### config.mk
export PLATFORM = sky130hd
export DESIGN_NAME = median_window_ctrl
export DESIGN_NICKNAME = d
export VERILOG_FILES = /design/src/rtl/median_pkg.sv /design/src/rtl/sync_delay.sv /design/src/rtl/median_window_ctrl.sv
export SDC_FILE = /design/constraint.sdc
export NUM_CORES = 1
export LEC_CHECK = 0
export ABC_CLOCK_PERIOD_IN_PS = 5340
export CAP_MARGIN = 40
export CORE_ASPECT_RATIO = 0.5
export CORE_MARGIN = 2
export CORE_UTILIZATION = 55
export CTS_CLUSTER_DIAMETER = 40
export DETAILED_ROUTE_END_ITERATION = 12
export GPL_TIMING_DRIVEN = 0
export PLACE_DENSITY = 0.81
export SLEW_MARGIN = 20
export SYNTH_ARGS = -nofsm -noshare
export SYNTH_HDL_FRONTEND = slang
export SYNTH_SLANG_ARGS = --single-unit
### constraint.sdc
create_clock -name clk -period 5.34 [get_ports clk]
set_clock_uncertainty 0.1 [all_clocks]
set_input_delay 0.534 -clock clk [delete_from_list [all_inputs] [get_ports clk]]
set_output_delay 0.534 -clock clk [all_outputs]
set_load 0.05 [all_outputs]
### src/rtl/median_pkg.sv
// median_pkg
// Shared types and constants for the 5x5 median-filter window controller.
// Holds the controller state enum, kernel/line-buffer geometry and the
// default counter widths used by median_window_ctrl and its bench.
package median_pkg;

    typedef enum logic [1:0] {
        ST_SEARCH  = 2'd0,
        ST_MEASURE = 2'd1,
        ST_RUN     = 2'd2
    } state_e;

    localparam int KSIZE_C   = 5;     // kernel edge length
    localparam int NUM_LB    = 4;     // line buffers rotated per line
    localparam int AW_DEF    = 11;    // column / address counter width
    localparam int RW_DEF    = 11;    // row counter width
    localparam int MAX_W_DEF = 2048;  // deepest supported line

    // A window touches the top/left image edge while the newest pixel
    // is within KSIZE-1 columns/rows of the start of line/frame.
    localparam int BORDER_OFS = KSIZE_C - 1;

endpackage

### src/rtl/sync_delay.sv
// sync_delay
// Fixed-depth shift register with synchronous clear. Used to delay the
// video sync/DE bits so they line up with a pipelined pixel datapath.
// Ports:
//   clk  - clock
//   rst  - synchronous active-high clear of every stage
//   d_i  - WIDTH-bit input sampled each clock
//   q_o  - d_i delayed by DEPTH clocks
module sync_delay #(
    parameter int DEPTH = 6,
    parameter int WIDTH = 3
) (
    input  logic             clk,
    input  logic             rst,
    input  logic [WIDTH-1:0] d_i,
    output logic [WIDTH-1:0] q_o
);

    logic [WIDTH-1:0] pipe_q [DEPTH];

    always_ff @(posedge clk) begin
        if (rst) begin
            for (int i = 0; i < DEPTH; i++) begin
                pipe_q[i] <= '0;
            end
        end else begin
            pipe_q[0] <= d_i;
            for (int i = 1; i < DEPTH; i++) begin
                pipe_q[i] <= pipe_q[i-1];
            end
        end
    end

    assign q_o = pipe_q[DEPTH-1];

endmodule

### src/rtl/median_window_ctrl.sv
// median_window_ctrl
// Sequencing controller for the 5x5 median datapath. Learns the active
// line width from the first line after vsync, then drives the 4-line
// buffer (write strobe, shared address, row rotation), flags valid and
// border windows, and delays dv/hs/vs to match the datapath latency.
// Ports:
//   clk, rst          - pixel clock, synchronous active-high reset
//   rx_dv/rx_hs/rx_vs - video timing from the receiver
//   lb_wr_en, lb_addr - line-buffer write strobe and shared address
//   lb_wr_sel         - line buffer written on the current line (0..3)
//   win_valid, border - window populated / window touches top-left edge
//   line_width        - measured width, 0 while not locked
//   locked            - controller in RUN
//   tx_dv/tx_hs/tx_vs - rx_* delayed by PIPE_LAT cycles
//   err_cnt           - saturating count of width failures
//   dbg_state_o       - current controller state
module median_window_ctrl
    import median_pkg::*;
#(
    parameter int MAX_W    = MAX_W_DEF,
    parameter int AW       = AW_DEF,
    parameter int RW       = RW_DEF,
    parameter int PIPE_LAT = 6,
    parameter int KSIZE    = KSIZE_C
) (
    input  logic          clk,
    input  logic          rst,
    input  logic          rx_dv,
    input  logic          rx_hs,
    input  logic          rx_vs,
    output logic          lb_wr_en,
    output logic [AW-1:0] lb_addr,
    output logic [1:0]    lb_wr_sel,
    output logic          win_valid,
    output logic          border,
    output logic [AW:0]   line_width,
    output logic          locked,
    output logic          tx_dv,
    output logic          tx_hs,
    output logic          tx_vs,
    output logic [7:0]    err_cnt,
    output state_e        dbg_state_o
);

    state_e          state_q, state_d;
    logic            dv_q, vs_q;
    logic [AW-1:0]   col_q, col_d;
    logic [RW-1:0]   row_q, row_d, pix_row;
    logic [1:0]      sel_q, sel_d;
    logic [AW:0]     width_q, width_d, width_chk;
    logic [7:0]      err_q, err_d;
    logic            wr_en_q, wr_en_d;
    logic            win_q, win_d;
    logic            border_q, border_d;
    logic            vs_rise, dv_fall, dv_rise, err_inc;

    always_comb begin
        vs_rise   = rx_vs & ~vs_q;
        dv_fall   = ~rx_dv & dv_q;
        dv_rise   = rx_dv & ~dv_q;
        // Pixel count of the line that is ending on dv_fall.
        width_chk = {1'b0, col_q} + {{AW{1'b0}}, 1'b1};

        state_d  = state_q;
        col_d    = col_q;
        row_d    = row_q;
        sel_d    = sel_q;
        width_d  = width_q;
        err_inc  = 1'b0;

        // Column of the pixel sampled this cycle; vsync also restarts it.
        if (vs_rise) begin
            col_d = '0;
        end
        if (rx_dv) begin
            col_d = (dv_rise | vs_rise) ? '0 : col_q + AW'(1);
        end

        // vs_rise takes priority over a coincident dv_fall.
        if (vs_rise) begin
            row_d = '0;
            sel_d = '0;
        end else if (dv_fall) begin
            if (row_q != {RW{1'b1}}) begin
                row_d = row_q + RW'(1);
            end
            sel_d = sel_q + 2'd1;  // 2 bits wrap through the NUM_LB buffers
        end

        unique case (state_q)
            ST_SEARCH: begin
                if (vs_rise) begin
                    state_d = ST_MEASURE;
                end
            end
            ST_MEASURE: begin
                if (vs_rise) begin
                    state_d = ST_MEASURE;
                end else if (dv_fall) begin
                    width_d = width_chk;
                    state_d = ST_RUN;
                end else if (rx_dv && dv_q && col_q == AW'(MAX_W - 1)) begin
                    // Line continues past MAX_W pixels: cannot be buffered.
                    err_inc = 1'b1;
                    state_d = ST_SEARCH;
                end
            end
            ST_RUN: begin
                if (!vs_rise && dv_fall && width_chk != width_q) begin
                    err_inc = 1'b1;
                    state_d = ST_SEARCH;
                end
            end
            default: state_d = ST_SEARCH;
        endcase

        if (state_d == ST_SEARCH) begin
            width_d = '0;
        end

        err_d = err_q;
        if (err_inc && err_q != 8'hFF) begin
            err_d = err_q + 8'd1;
        end

        // Row of the pixel sampled this cycle.
        pix_row  = vs_rise ? '0 : row_q;
        wr_en_d  = rx_dv & (state_q != ST_SEARCH);
        win_d    = rx_dv & (state_q == ST_RUN);
        // Only top/left edges are flagged: the output image is shifted
        // by two pixels/lines, so right/bottom windows are always full.
        border_d = win_d & ((col_d < AW'(BORDER_OFS)) | (pix_row < RW'(BORDER_OFS)));
    end

    always_ff @(posedge clk) begin
        if (rst) begin
            state_q  <= ST_SEARCH;
            dv_q     <= 1'b0;
            vs_q     <= 1'b0;
            col_q    <= '0;
            row_q    <= '0;
            sel_q    <= '0;
            width_q  <= '0;
            err_q    <= '0;
            wr_en_q  <= 1'b0;
            win_q    <= 1'b0;
            border_q <= 1'b0;
        end else begin
            state_q  <= state_d;
            dv_q     <= rx_dv;
            vs_q     <= rx_vs;
            col_q    <= col_d;
            row_q    <= row_d;
            sel_q    <= sel_d;
            width_q  <= width_d;
            err_q    <= err_d;
            wr_en_q  <= wr_en_d;
            win_q    <= win_d;
            border_q <= border_d;
        end
    end

    sync_delay #(
        .DEPTH (PIPE_LAT),
        .WIDTH (3)
    ) u_sync_delay (
        .clk (clk),
        .rst (rst),
        .d_i ({rx_dv, rx_hs, rx_vs}),
        .q_o ({tx_dv, tx_hs, tx_vs})
    );

    assign lb_wr_en    = wr_en_q;
    assign lb_addr     = col_q;
    assign lb_wr_sel   = sel_q;
    assign win_valid   = win_q;
    assign border      = border_q;
    assign line_width  = width_q;
    assign locked      = (state_q == ST_RUN);
    assign err_cnt     = err_q;
    assign dbg_state_o = state_q;

endmodule

==> results.sh, run 1 <==
export IMPL_status="complete, but fails checks"
export IMPL_violations="design-rule violations"
export IMPL_drt_iter0_drc=298
export IMPL_syn_area_um2=3270
export IMPL_grt_use_total=0.260
export IMPL_dpl_instance_area_um2=3820
export IMPL_synthTopCellsByArea="dfxtp_1 (41%), nor2_1 (4.8%), nor2b_1 (4.6%), a21oi_1 (4.3%), xnor2_1 (3.8%)"
export IMPL_rows=19
export IMPL_synth_top_family_by_area="simple AND/OR/NAND/NOR gates"
export IMPL_met2_usage=0.434
export IMPL_cp_required_ns=5.44
export IMPL_ys_warnings_count=0
export IMPL_final_area_um2=4170
export IMPL_setup_tns_ns=0
export IMPL_whs_ns=0.337
export IMPL_setup_viol=0
export IMPL_cts_buffer_depth=2
export IMPL_fin_crit_sh=0.632
export IMPL_grt_max_degree=14
export IMPL_synthDistinctLibCells=54
export IMPL_clock_root_buffer="clkbuf_16"
export IMPL_grt_pass1_wl_um=13400
export IMPL_use_met3=0.0814
export IMPL_period_needed_ns=3.37
export IMPL_synth_seq_area_share=0.410
export IMPL_fillCellCount=422
export IMPL_powerDensity_nw_per_um2=304
export IMPL_cpMaxStageDelayCell="o31ai_1"
export IMPL_critPathKind="reg -> reg"
export IMPL_totalWireLength_um=8180
export IMPL_synth_edf_count=0
export IMPL_finalNetCount=452
export IMPL_io_pins=47
export IMPL_busiest_layer="met2"
export IMPL_yosys_area_share_xor_xnor=0.0685
export IMPL_cp_max_fo=10
export IMPL_synth_nets=395
export IMPL_ctsResizeCount=0
export IMPL_num_antenna_cells=0
export IMPL_h_tree_depth=3
export IMPL_cts_tree="yes"
export IMPL_antenna_found_initial=0
export IMPL_crit_chain="ha_1, nand3_1, nor2_1, xnor3_1, o2111ai_1, nor4b_1, o31ai_1, buf_2, a211oi_1"
export IMPL_crit_path_start_kind="register"
export IMPL_vdd_ir_drop_max_mv=0.284
export IMPL_wl_per_cell_um=15.8
export IMPL_firstDrtPassIters=9
export IMPL_grt_setup_unrepaired="false"
export IMPL_die_w_um=113
export IMPL_drc_errors=5
export IMPL_drv_slew=0
export IMPL_num_vias=3103
export IMPL_clkTransAtPathRegs_ns=0.06
export IMPL_critPathArrivalTime_ns=3.47
export IMPL_hp_class="reg -> reg"
export IMPL_die_h_um=58.5
export IMPL_cpPeakStageDelay_ns=0.57
export IMPL_dp_cells=502
export IMPL_synth_mux_area_fraction=0.0107
export IMPL_syn_inst=383
export IMPL_fmax_ghz=0.296
export IMPL_routabilityCongestion=0.921
export IMPL_dp_hpwl_um=5850
export IMPL_cts_setup_buffers=0
export IMPL_yosysTopAreaCellShare=0.410
export IMPL_overflow=0
export IMPL_synth_simple_area_share=0.270
export IMPL_leakagePower_nw=1.48
export IMPL_core_area_um2=5610
export IMPL_synth_compound_area_frac=0.172
export IMPL_cp_end_kind="register"
export IMPL_async_flop_share=0
export IMPL_viasPerCell=5.99
export IMPL_finalHoldViolCount=0
export IMPL_ys_flop_type="dfxtp_1"
export IMPL_drtAntennaViolNets=0
export IMPL_synth_top_area_cell="dfxtp_1"
export IMPL_port_buffers=46
export IMPL_cts_sinks=67
export IMPL_numCtsBuffers=9
export IMPL_clock_latency_ns=0.33
export IMPL_holdBufCountCts=0
export IMPL_initial_core_util=0.583
export IMPL_synth_fa_ha_area_frac=0.0268
export IMPL_maxSlewHeadroom=0.557
export IMPL_ys_ff_latch=67
export IMPL_grt_pass1_vias=2799
export IMPL_die_area_um2=6610
export IMPL_drv_cap=0
export IMPL_stdcell_count=518
export IMPL_tightest_slew_ns=0.658
export IMPL_synth_area_per_cell_um2=8.53
export IMPL_met1_usage=0.312
export IMPL_drive_above_1_share=0.0629
export IMPL_area_growth_pct=27.5
==> per-layer routing <==
metal / part of all wire / wire, um / vias up
met5: 0 / 0 / -
met4: 0.029 / 239 / 0
met3: 0.085 / 694 / 25
met2: 0.47 / 3830 / 144
met1: 0.42 / 3420 / 1446
li1: - / - / 1488
==> cells by family (layout without fill, tap and decap cells) <==
| logic type | count (synthesis) | count (layout) |
|---|---|---|
| flops | 67 | 67 |
| fa+ha+maj | 7 | 7 |
| buf+inv | 31 | 93 |
| xor+xnor | 24 | 24 |
| mux | 3 | 3 |
| simple gates | 162 | 162 |
| compound gates | 89 | 89 |
==> layout make-up <==
type                       instances  area, um^2  area share
clock inverter                     7         121      0.0291
multi-input combinational        285        1790       0.430
clock buffer                       9         225      0.0541
buffer                            19        91.3      0.0219
sequential                        67        1340       0.322
timing repair buffer              46         460       0.111
tap                               73        91.3      0.0219
inverter                          12        45.0      0.0108
==> worst paths after layout <==
kind                                                start                        end  slack (ns)  cells past startpoint
worst max-delay path                           lb_addr[0]              line_width[9]        1.97                      9
worst min-delay path            u_sync_delay.pipe_q[2][0]  u_sync_delay.pipe_q[3][0]        0.34                      1
worst max register to register                 lb_addr[0]              line_width[9]        1.97                      9
worst min register to register  u_sync_delay.pipe_q[2][0]  u_sync_delay.pipe_q[3][0]        0.34                      1
==> cell usage in the layout (no fill, tap or decap), types with 3 or more instances in the layout <==
master           count
dfxtp_1             67
a21oi_1             28
or4_1                5
xnor2_1             14
nand3_1             16
xor2_1               9
or3_1               11
o31ai_1              6
nor3_1               7
nor2_1              42
o21ai_0             23
a211oi_1             9
nor2b_1             24
clkbuf_1            11
inv_6                3
clkbuf_16            9
clkdlybuf4s50_1     46
bufinv_16            3
and2_1               4
ha_1                 7
buf_2                4
nand2_1             24
and3_1               5
nand4_1              8
inv_1               12
==> synth_stat cells, drive strengths merged (2+ instances only) <==
cell type,n
dfxtp,67
nor2,42
a21oi,28
nand2,24
nor2b,24
o21ai,23
nand3,16
xnor2,14
inv,12
clkbuf,11
or3,11
a211oi,9
xor2,9
buf,8
nand4,8
ha,7
nor3,7
o31ai,6
and3,5
or4,5
and2,4
nor4,4
a2111o,2
a21boi,2
a31oi,2
a41oi,2
and4,2
mux2i,2
nand2b,2
nor3b,2
nor4b,2
o2111ai,2
o211ai,2
o221ai,2
==> registers in the layout (all words and copies together), names as in the netlist <==
| signal | flops |
|---|---|
| win_valid | 1 |
| lb_addr | 11 |
| row_q | 11 |
| dbg_state_o | 2 |
| lb_wr_en | 1 |
| u_sync_delay.pipe_q | 18 |
| line_width | 12 |
| lb_wr_sel | 2 |
| border | 1 |
| err_cnt | 8 |
==> critical path: cells and delay by family (launching register included) <==
kind / cells / cell delay (ns)
and+or+nand+nor: 3 / 0.74
AOI/OAI and AO/OA: 3 / 0.90
DFF: 1 / 0.50
adders and majority gates: 1 / 0.33
xor gates and xnor gates: 1 / 0.30
buffers and inverters: 1 / 0.37
==> where the power goes <==
| part | switching, W | total [W] | leakage [nW] | internal, W |
|---|---|---|---|---|
| Sequential | 0.00000501 | 0.000511 | 0.542 | 0.000506 |
| Combinational | 0.0000436 | 0.0000660 | 0.765 | 0.0000225 |
| Clock | 0.000229 | 0.000689 | 0.171 | 0.000460 |
| Total | 0.000278 | 0.00127 | 1.48 | 0.000988 |
==> per-stage QoR <==
stage	setup slack, ns	total power [W]	utilization
global placement	1.88	0.000585	0.681
finish	1.97	0.00127	0.743
global route	1.79	0.00130	0.743
detailed placement	1.81	0.000587	0.681
floorplan	2.22	0.000565	-
CTS	2.04	0.00128	0.743
No activity file was read; power rests on OpenSTA's default activity.
==> run 2, diff against run 1 <==
- ABC_CLOCK_PERIOD_IN_PS: 5340 -> 3200
- CORE_UTILIZATION: 55 -> 54
- PLACE_DENSITY: 0.81 -> 0.79
- clock period: 5.34 -> 3.2 ns (I/O delays scaled with it)
==> results.sh, run 2 (same netlist as run 1, synthesis figures left out) <==
export IMPL_top_register="u_sync_delay.pipe_q"
export IMPL_clkTransAtPathRegs_ns=0.06
export IMPL_fin_crit_sh=0.947
export IMPL_grt_pass1_wl_um=13400
export IMPL_finalNetCount=455
export IMPL_drtAntennaViolNets=0
export IMPL_die_h_um=59.0
export IMPL_powerDensity_nw_per_um2=475
export IMPL_firstDrtPassIters=5
export IMPL_critPathArrivalTime_ns=3.16
export IMPL_maxSlewHeadroom=0.632
export IMPL_vdd_ir_drop_max_mv=0.494
export IMPL_path_delay_family="simple AND/OR/NAND/NOR gates"
export IMPL_viasPerCell=5.98
export IMPL_critPathKind="reg -> reg"
export IMPL_drt_iter0_drc=265
export IMPL_setup_viol=0
export IMPL_hp_class="reg -> reg"
export IMPL_tightest_slew_ns=0.553
export IMPL_io_pins=47
export IMPL_cp_end_kind="register"
export IMPL_cts_sinks=67
export IMPL_totalWireLength_um=8360
export IMPL_final_area_um2=4190
export IMPL_crit_chain="ha_2, nand3_1, or2_2, nor4_4, o221ai_1, buf_2, nor4_2, mux2_4"
export IMPL_final_cell_mix="dfxtp_1 (66), clkdlybuf4s50_1 (46), nor2_1 (40)"
export IMPL_final_core_util=0.741
export IMPL_cts_tree="yes"
export IMPL_num_vias=3114
export IMPL_finalHoldViolCount=0
export IMPL_num_antenna_cells=0
export IMPL_antenna_found_initial=0
export IMPL_drc_errors=0
export IMPL_overflow=0
export IMPL_area_growth_pct=28.3
export IMPL_drv_slew=0
export IMPL_grt_setup_unrepaired="false"
export IMPL_die_w_um=114
export IMPL_cts_buffer_depth=2
export IMPL_core_area_um2=5660
export IMPL_fmax_ghz=0.330
export IMPL_cpPeakStageDelay_ns=0.41
export IMPL_initial_core_util=0.578
export IMPL_dp_hpwl_um=5710
export IMPL_use_met3=0.0808
export IMPL_h_tree_depth=3
export IMPL_mostFrequentLayoutCell="dfxtp_1"
export IMPL_routabilityCongestion=0.911
export IMPL_met1_usage=0.321
export IMPL_grt_pass1_vias=2781
export IMPL_status="completed"
export IMPL_drive_above_1_share=0.0871
export IMPL_cp_buffers_inverters=1
export IMPL_rows=19
export IMPL_cp_max_fo=10
export IMPL_grt_max_degree=15
export IMPL_numCtsBuffers=9
export IMPL_die_area_um2=6730
export IMPL_whs_ns=0.340
export IMPL_fillCellCount=452
export IMPL_dpl_instance_area_um2=3820
export IMPL_setup_tns_ns=0
export IMPL_period_needed_ns=3.03
export IMPL_largest_reg_flops=18
export IMPL_port_buffers=46
export IMPL_crit_path_start_kind="register"
export IMPL_drv_cap=0
export IMPL_clock_root_buffer="clkbuf_16"
export IMPL_clock_latency_ns=0.34
export IMPL_wl_per_cell_um=16.1
export IMPL_leakagePower_nw=1.48
export IMPL_grt_use_total=0.261
export IMPL_cp_required_ns=3.33
export IMPL_met2_usage=0.426
export IMPL_busiest_layer="met2"
export IMPL_cpMaxStageDelayCell="dfxtp_1"
==> run 2: layout make-up <==
cell class / count / area [um^2] / share of cell area
plain buffers: 19 / 92.6 / 0.0221
multi-input cells: 285 / 1830 / 0.437
flip-flops and latches: 67 / 1340 / 0.320
well taps: 73 / 91.3 / 0.0218
clock buffers: 9 / 225 / 0.0537
inverters: 12 / 45.0 / 0.0107
repair buffers: 49 / 483 / 0.115
clock inverters: 7 / 81.3 / 0.0194
==> run 2: layer usage <==
layer  vias to the layer above  wire [um]
met5                         -          0
met4                         0        231
met3                        26        703
met2                       128       3920
met1                      1465       3510
li1                       1495          -
==> run 2: worst reg2reg max path, stage by stage, from the launching register on <==
cell,delay [ns]
dfxtp_1,0.41
ha_2,0.29
nand3_1,0.19
or2_2,0.40
nor4_4,0.35
o221ai_1,0.28
buf_2,0.25
nor4_2,0.31
mux2_4,0.33
==> run 2: worst paths after layout <==
check / start / slack, ns / endpoint / depth (start not counted)
setup reg to reg: lb_addr[1] / 0.17 / err_cnt[7] / 8
hold reg to reg: u_sync_delay.pipe_q[1][0] / 0.34 / u_sync_delay.pipe_q[2][0] / 1
hold / removal: u_sync_delay.pipe_q[1][0] / 0.34 / u_sync_delay.pipe_q[2][0] / 1
setup / recovery: lb_addr[1] / 0.17 / err_cnt[7] / 8
==> run 2: per-stage QoR <==
stage          cells  power (W)  setup slack (ns)
2_1_floorplan    383   0.000943            0.0781
3_3_place_gp     502   0.000976           -0.0418
3_5_place_dp     502   0.000980            -0.113
4_1_cts          518    0.00200            0.0550
5_1_grt          521    0.00205            0.0391
6_report         521    0.00199             0.169
==> run 2: report_power, final <==
part | internal (W) | switching [W] | leakage (nW)
Sequential | 0.000844 | 0.00000819 | 0.542
Combinational | 0.0000398 | 0.0000785 | 0.791
Clock | 0.000615 | 0.000406 | 0.147
==> run 2: what timing repair did <==
action,4_1_cts,5_1_grt
hold buffers,0,0
resized for setup,1,10
setup endpoints to repair,10,14
pin swaps,0,2
hold endpoints to repair,0,0
setup buffers,0,3
gates cloned,0,0
==> run 3, diff against run 2 <==
--- a/constraint.sdc
+++ b/constraint.sdc
@@ -4,2 +4,2 @@
 set_output_delay 0.32 -clock clk [all_outputs]
-set_load 0.05 [all_outputs]
+set_load 0.01 [all_outputs]
==> results of run 3 <==
Same layout as run 2 (identical final DEF). Status: completed.
Among the figures that moved: total power 0.00199 W -> 0.00198 W
